## config.mk

```make
export PLATFORM = sky130hd
export DESIGN_NAME = pixel_job_dispatcher
export DESIGN_NICKNAME = d
export VERILOG_FILES = /design/src/rtl/pixel_job_dispatcher.sv
export SDC_FILE = /design/constraint.sdc
export NUM_CORES = 1
export LEC_CHECK = 0
export BUFFER_PORTS_ARGS = -buffer_cell sky130_fd_sc_hd__buf_2
export CORE_MARGIN = 2
export CORE_UTILIZATION = 57
export CTS_CLUSTER_DIAMETER = 50
export DETAILED_ROUTE_END_ITERATION = 6
export PLACE_DENSITY = 0.84
export SLEW_MARGIN = 20
export SYNTH_ARGS = -nofsm -noshare
export SYNTH_HDL_FRONTEND = slang
export SYNTH_SLANG_ARGS = --single-unit
```

## constraint.sdc

```tcl
create_clock -name aclk -period 6.5 [get_ports aclk]
set_clock_uncertainty 0.2 [all_clocks]
set_input_delay 0.975 -clock aclk [delete_from_list [all_inputs] [get_ports aclk]]
set_output_delay 0.975 -clock aclk [all_outputs]
set_load 0.01 [all_outputs]
```

## src/rtl/pixel_job_dispatcher.sv

```systemverilog
// Round-robin pixel job issuer: walks a frame in raster order, hands each pixel to the next
// active core in turn, and tracks in-flight pixels until the stream has emitted them all.
module pixel_job_dispatcher #(
   parameter int MAX_CORES = 4,
   parameter int X_W       = 10,
   parameter int Y_W       = 10
) (
   input  logic                 aclk,
   input  logic                 aresetn,
   input  logic                 start,
   input  logic [X_W-1:0]       frame_width,
   input  logic [Y_W-1:0]       frame_height,
   input  logic [2:0]           no_of_extra_cores,
   output logic [X_W-1:0]       job_x,
   output logic [Y_W-1:0]       job_y,
   output logic                 job_last,
   output logic [MAX_CORES-1:0] job_valid,
   input  logic [MAX_CORES-1:0] job_ready,
   input  logic                 pix_done,
   output logic                 busy,
   output logic                 frame_done,
   output logic [X_W+Y_W:0]     outstanding
);

   localparam int CIDX_W = (MAX_CORES > 1) ? $clog2(MAX_CORES) : 1;
   localparam int OUT_W  = X_W + Y_W + 1;

   typedef enum logic [1:0] {IDLE, DISPATCH, DRAIN, DONE} state_t;

   state_t              state, state_next;
   logic [X_W-1:0]      w_cfg, x;
   logic [Y_W-1:0]      h_cfg, y;
   logic [CIDX_W-1:0]   core_idx, last_core;
   logic [OUT_W-1:0]    count;
   logic                accept, retire, at_line_end, at_last_pixel;

   // Highest usable core index; requests beyond the physical core count fold onto it.
   function automatic logic [CIDX_W-1:0] clamp_last_core(input logic [2:0] extra);
      if (int'(extra) > MAX_CORES - 1)
         return CIDX_W'(MAX_CORES - 1);
      return CIDX_W'(extra);
   endfunction

   assign accept        = (state == DISPATCH) && job_ready[core_idx];
   assign retire        = pix_done && (count != '0) && (state != IDLE);
   assign at_line_end   = (x == w_cfg - X_W'(1));
   assign at_last_pixel = at_line_end && (y == h_cfg - Y_W'(1));

   always_ff @(posedge aclk or negedge aresetn) begin
      if (!aresetn)
         state <= IDLE;
      else
         state <= state_next;
   end

   always_comb begin
      state_next = state;
      case (state)
         IDLE:
            if (start)
               state_next = (frame_width == '0 || frame_height == '0) ? DONE : DISPATCH;
         DISPATCH:
            if (accept && at_last_pixel)
               state_next = DRAIN;
         DRAIN:
            if (count == '0)
               state_next = DONE;
         DONE:
            state_next = IDLE;
         default:
            state_next = IDLE;
      endcase
   end

   always_comb begin
      job_valid  = '0;
      job_last   = 1'b0;
      busy       = (state != IDLE);
      frame_done = (state == DONE);
      if (state == DISPATCH) begin
         job_valid[core_idx] = 1'b1;
         job_last            = at_last_pixel;
      end
   end

   // Coordinates and core index only move on acceptance, so a presented job never changes.
   always_ff @(posedge aclk or negedge aresetn) begin
      if (!aresetn) begin
         w_cfg     <= '0;
         h_cfg     <= '0;
         last_core <= '0;
         x         <= '0;
         y         <= '0;
         core_idx  <= '0;
         count     <= '0;
      end else begin
         if (state == IDLE && start) begin
            w_cfg     <= frame_width;
            h_cfg     <= frame_height;
            last_core <= clamp_last_core(no_of_extra_cores);
            x         <= '0;
            y         <= '0;
            core_idx  <= '0;
         end else if (accept) begin
            if (at_line_end) begin
               x <= '0;
               y <= y + 1'b1;
            end else begin
               x <= x + 1'b1;
            end
            core_idx <= (core_idx == last_core) ? '0 : core_idx + 1'b1;
         end
         if (accept && !retire)
            count <= count + 1'b1;
         else if (!accept && retire)
            count <= count - 1'b1;
      end
   end

   assign job_x       = x;
   assign job_y       = y;
   assign outstanding = count;

endmodule

```

==> run summary, run 1 <==
Outcome = complete, no violations
Post-synth ARST share = 100%
Initial Util = 58.1%
CTS clk-pin slew, worst paths = 0.07 ns
Cell Chain, Critical Path = buf_2 > mux4_2 > nand2_1 > inv_1 > ha_1 > inv_1 > ha_1 > nor2b_1 > o31a_1 > or4b_1 > a311oi_1 > o21bai_1 > a31oi_1 > nor4b_1 > a211o_1
Fin. Hold Viols = 0
Synth top area cells = dfrtp_1, ha_1, nand2_1
Post-cts sizing count = 0
1st-pass router iterations = 5
Root Driver = clkbuf_8
Final Power = 0.00284 W
CP max stage delay = 0.55 ns
Initial antenna violation count = 0
Gp weighted congestion = 0.924
HPWL after DPL = 8420 µm
Post-synthesis register bit count = 67
I/O Buffers = 78
WL final = 11500 µm
Wire length per cell = 15.3 µm
Core Footprint = 8090 µm²
CTS tree = done
Die Area = 9000 µm²
Critical Path Fanout Max = 15
Postcts setup bufs = 0
Cell count after synthesis = 562
Hold_ws = 0.304 ns
CTS buffer count = 9
Fin crit period = 5.19 ns
Worst slew margin = 43.9%
Drt drc = 0
Crit start category = input port
Final net count = 708
Mapped Area = 4700 µm²
Gr ovfl total = 0
Synth area leader = dfrtp_1
Share of the synthesized area in the top cell type = 35.6%
Rows = 33
Synth unique cells = 62
DRT iter0 DRCs = 203
DIE HEIGHT = 94.9 µm
Final TNS setup = 0 ns
Post-CTS Hold Buffers = 0
LEAKAGE = 2.59 nW
Top_reg_cell synth = dfrtp_1
Largest net degree at the start of global routing = 68
First-pass GRT wire length = 19200 µm
Number of flops mapped to enable cells by yosys = 0
Slew Viols, Final = 0
Yosys Warn Count = 0
All-layer global routing usage = 27.2%
Fill count = 664
Clk_lat worst skew = 0.35 ns
Syn avg cell area = 8.37 µm²
Vias in the first global route = 4228
Post-DRT Antenna Nets = 0
Area growth syn-to-layout = 14.7%
Pwr/cell area = 526 nW/µm²
Diode count = 0
Syn nets = 629
DR vias = 4413
RSZ-0062 raised after global routing = false
H-tree lvl count = 3
Max cap viols = 0
# clock sinks = 67
Worst EP arrival = 5.24 ns
Die width = 94.9 µm
Hold Path Class = flop to flop
Fmax = 193 MHz
Sequential fraction of the synthesis area = 35.6%
Layout cells sized above 1 = 16.4%
Crit path max-delay cell type = or4b_1
Avg Vias per Cell = 5.88
Critical Path RT = 6.54 ns
Slew @ Worst Pin = 0.842 ns
Critical path type = input port to flop
CTS max path bufs = 2
Post-layout util = 66.7%
Final setup viols = 0
Worst vdd ir = 341 µV
Io pins = 79
Tcrit/Tclk final = 79.9%
Critical Path Sink Type = flop
cell usage in the layout, fill, tap and decap left out, drive strengths merged, types with 7 or more instances in the layout:
cell / count
nor3: 13
nand2: 100
inv: 22
clkbuf: 11
nand3: 18
ha: 35
and2: 7
a21oi: 30
and3: 8
dfrtp: 67
a21o: 7
xor2: 28
nor4: 12
nor2: 42
or3: 10
o21ai: 54
buf: 82
xnor2: 19
path summary, 6_finish.rpt:
kind | slack, ns | cells past startpoint | from | endpoint
setup / recovery | 1.31 | 15 | job_ready[3] | outstanding[14]
hold / removal | 0.30 | 2 | h_cfg[9] | h_cfg[9]
hold reg to reg | 0.30 | 2 | h_cfg[9] | h_cfg[9]
max in group asynchronous | 4.95 | 2 | aresetn | outstanding[2]
min in group asynchronous | 0.60 | 2 | aresetn | w_cfg[0]
setup reg to reg | 1.47 | 14 | core_idx[0] | outstanding[14]
layer usage:
layer | part of all wire, % | global-route usage [%] | vias up
met5 | 0 | 0 | -
met4 | 2.7 | 11.6 | 0
met3 | 6.6 | 5.43 | 30
met2 | 50 | 46.4 | 170
met1 | 41 | 33.4 | 2066
li1 | - | - | 2147
report_power, final:
part / internal (W) / switching, W
logic: 0.000720 / 0.000976
clock network: 0.000186 / 0.000169
registers: 0.000580 / 0.000205
stage by stage:
stage                     cell area (µm²)  std cells  worst slack (ns)
after floorplan                      4700        562              1.38
after global placement               5200        735              1.18
after detailed placement             5200        735              1.02
after CTS                            5400        751              1.36
after global routing                 5400        751              1.01
final                                5400        751              1.31
cell type report:
type / count / area [µm²] / share of cell area [%]
flip-flops and latches: 67 / 1680 / 31.1
clock inverters: 5 / 52.6 / 0.974
clock buffers: 11 / 141 / 2.62
multi-input cells: 459 / 2890 / 53.6
repair buffers: 82 / 420 / 7.79
inverters: 22 / 82.6 / 1.53
well taps: 105 / 131 / 2.44
Yosys cell counts (7+ instances only):
cell      number
xor2_1        28
nand3_1       17
nand2_1      100
or3_1         10
nor3_1        12
a21oi_1       30
inv_1         22
xnor2_1       19
a21o_1         7
dfrtp_1       67
and3_1         8
o21ai_0       54
clkbuf_1      11
and2_1         7
ha_1          35
nor4_1        11
nor2_1        42
worst max-delay path: cells and delay by family:
kind                     cells  cell delay (ns)
AO/OA/AOI/OAI                5             1.28
buffers and inverters        3             0.72
AND/OR/NAND/NOR              4             1.04
multiplexers                 1             0.50
adder cells (fa/ha/maj)      2             0.71
flip-flops by register name (all words and copies together) (netlist names):
register and count:
h_cfg 10, job_y 10, job_x 10, outstanding 21, state 2, w_cfg 10
last_core 2, core_idx 2
cell families (layout without fill, tap and decap cells):
family	Yosys count	in the layout	synth area share (%)
xor gates and xnor gates	47	47	8.75
muxes	6	6	1.60
AOI/OAI and AO/OA	128	128	16.3
DFF	67	67	35.6
adders and majority gates	36	36	9.73
and+or+nand+nor	242	242	25.1
buffers and inverters	36	120	2.93
(Power assumes the default switching activity.)
==> run 2: changes to the inputs <==
--- a/config.mk
+++ b/config.mk
@@ -7,10 +7,10 @@
 export LEC_CHECK = 0
 export BUFFER_PORTS_ARGS = -buffer_cell sky130_fd_sc_hd__buf_2
 export CORE_MARGIN = 2
-export CORE_UTILIZATION = 57
+export CORE_UTILIZATION = 52
 export CTS_CLUSTER_DIAMETER = 50
 export DETAILED_ROUTE_END_ITERATION = 6
-export PLACE_DENSITY = 0.84
+export PLACE_DENSITY = 0.81
 export SLEW_MARGIN = 20
 export SYNTH_ARGS = -nofsm -noshare
 export SYNTH_HDL_FRONTEND = slang
==> constraint.sdc (replaced) <==
create_clock -name aclk -period 4.4 [get_ports aclk]
set_clock_uncertainty 0.2 [all_clocks]
set_input_delay 0.66 -clock aclk [delete_from_list [all_inputs] [get_ports aclk]]
set_output_delay 0.66 -clock aclk [all_outputs]
set_load 0.01 [all_outputs]
==> run 2 against run 1 <==
  * Global-route usage shrank 1.5 points
  * Flip-flop and latch count is the same
  * Combinational power grew 65%
  * Routed wire length grew 9.9%
  * Largest power group unchanged
==> run summary, run 2 (synthesized netlist as in run 1, its figures left out) <==
Outcome = complete, no violations
Worst slew margin = 54.4% (+10 points)
Fin crit period = 4.37 ns
Critical Path RT = 4.44 ns (-2.10 ns)
Fin. Hold Viols = 0 (unchanged)
Reg2reg start = outstanding[8]
CTS max path bufs = 2 (unchanged)
Worst setup path start = outstanding[8]
Gr ovfl total = 0 (unchanged)
Root Driver = clkbuf_8
Max cap viols = 0 (unchanged)
Io pins = 79 (unchanged)
Most common cell after layout, fill and taps aside = nand2_1
DR vias = 4593 (+4.1%)
Die Area = 9820 µm² (+9.2%)
Clk_lat worst skew = 0.36 ns (about the same)
Largest net degree at the start of global routing = 49 (-28%)
WP buf/inv = 2 (-1)
1st-pass router iterations = 6 (+1)
Worst vdd ir = 563 µV (+65%)
Avg Vias per Cell = 5.97 (+1.6%)
Final Power = 0.00447 W (+58%)
Final TNS setup = 0 ns (unchanged)
Wire length per cell = 16.5 µm (+7.3%)
FF-to-FF End = outstanding[14]
Most frequent cells in the layout = nand2_1, buf_2, dfrtp_1
Crit path max-delay cell type = or4b_4
Drt drc = 0 (unchanged)
Critical path type = flop to flop
Fill count = 721 (+8.6%)
Setup slack after layout = 0.0330 ns (-1.27 ns)
Worst EP arrival = 4.41 ns (-0.83 ns)
R2R depth = 16 (+2)
All-layer global routing usage = 25.7% (-1.5 points)
Pwr/cell area = 799 nW/µm² (+52%)
# clock sinks = 67 (unchanged)
Initial antenna violation count = 0 (unchanged)
Max reg flops = 21 (unchanged)
Core Footprint = 8760 µm² (+8.3%)
Critical Path Fanout Max = 7 (-8)
Gp weighted congestion = 0.944 (+2.1%)
LEAKAGE = 2.67 nW (+3.1%)
CTS clk-pin slew, worst paths = 0.08 ns (about the same)
H-tree lvl count = 3 (unchanged)
HPWL after DPL = 8980 µm (+6.6%)
Hold Path Class = input port to async pin
Layout cells sized above 1 = 20.6% (+4.2 points)
Final setup viols = 0 (unchanged)
Critical Path Sink Type = flop
Post-CTS Hold Buffers = 0 (unchanged)
CTS buffer count = 9 (unchanged)
First-pass GRT wire length = 20800 µm (+8.2%)
Seq. cell area = 1680 µm² (unchanged)
Crit-path leading delay family = simple AND/OR/NAND/NOR gates
Cell Chain, Critical Path = nor4_2 > nand4_1 > nor4_4 > nand3b_1 > ha_2 > clkinvlp_4 > buf_4 > ha_4 > o21a_1 > o31a_1 > or4b_4 > a311oi_2 > o21bai_1 > a31oi_1 > nor4b_1 > a211o_1
Multi-input gate area = 2970 µm² (+2.9%)
Vias in the first global route = 4349 (+2.9%)
Slew @ Worst Pin = 0.684 ns (-0.157 ns)
CTS tree = done
Fmax = 229 MHz
Reg2Reg Setup Slack = 0.03 ns (-1.44 ns)
DRT iter0 DRCs = 273 (+34%)
Die width = 99.1 µm (+4.5%)
Final net count = 723 (+2.1%)
Initial Util = 53.7% (-4.4 points)
Post-DRT Antenna Nets = 0 (unchanged)
DIE HEIGHT = 99.1 µm (+4.5%)
Area growth syn-to-layout = 19.1%
CP max stage delay = 0.53 ns (-0.02 ns)
Crit start category = flop
Slew Viols, Final = 0 (unchanged)
Diode count = 0 (unchanged)
Tcrit/Tclk final = 99.2%
WL final = 12700 µm (+9.9%)
Post-layout util = 63.9% (-2.7 points)
Pre-CTS setup slack = 0.0601 ns (-0.959 ns)
I/O Buffers = 78 (unchanged)
Rows = 34 (+3.0%)
==> run 2: cell types whose count changed in the layout (fill, tap and decap cells not counted), moves of 2 or more <==
cell,delta
buf_4,+15
clkinv_2,-2
clkinv_4,+2
clkinvlp_4,+2
ha_1,-5
ha_2,+3
ha_4,+2
nor4_1,-2
==> run 2: report_power, final <==
part	switching [W]	internal, W	total, W
logic	0.00159	0.00121	0.00280
clock network	0.000268	0.000264	0.000533
registers	0.000286	0.000857	0.00114
total	0.00214	0.00233	0.00447
==> run 2: metal layers <==
layer | share of wire [%] | up-vias | global-route usage (%)
li1 | - | 2175 | -
met1 | 40 | 2200 | 33.6
met2 | 51 | 199 | 44.3
met3 | 7.2 | 19 | 4.64
met4 | 1.8 | 0 | 6.53
met5 | 0 | - | 0
==> run 2: through the flow <==
stage	area [µm²]	std cells	hold slack, ns
detailed placement	5340	750	0.290
global placement	5340	750	0.285
floorplan	4750	562	0.164
global route	5600	769	0.188
finish	5600	769	0.134
CTS	5540	766	0.155
==> run 2: final cells by class <==
cell class	count	share of cell area (%)
well taps	108	2.41
repair buffers	97	9.51
inverters	22	1.54
flip-flops and latches	67	29.9
multi-input cells	459	53.0
clock buffers	9	2.21
clock inverters	7	1.36
==> run 2: what timing repair did <==
action,in CTS,in global routing
gates resized for setup,0,9
buffers inserted,0,3
endpoints found under the setup margin,0,9
==> run 2: worst max-delay path by stage <==
| stage | endpoint | slack (ns) | cells past startpoint |
|---|---|---|---|
| after floorplan | outstanding[14] | 0.01 | 15 |
| after global placement | outstanding[14] | 0.21 | 15 |
| after detailed placement | outstanding[14] | 0.06 | 15 |
| after CTS | outstanding[14] | 0.04 | 15 |
| after global routing | outstanding[14] | -0.19 | 16 |
| final | outstanding[14] | 0.03 | 16 |
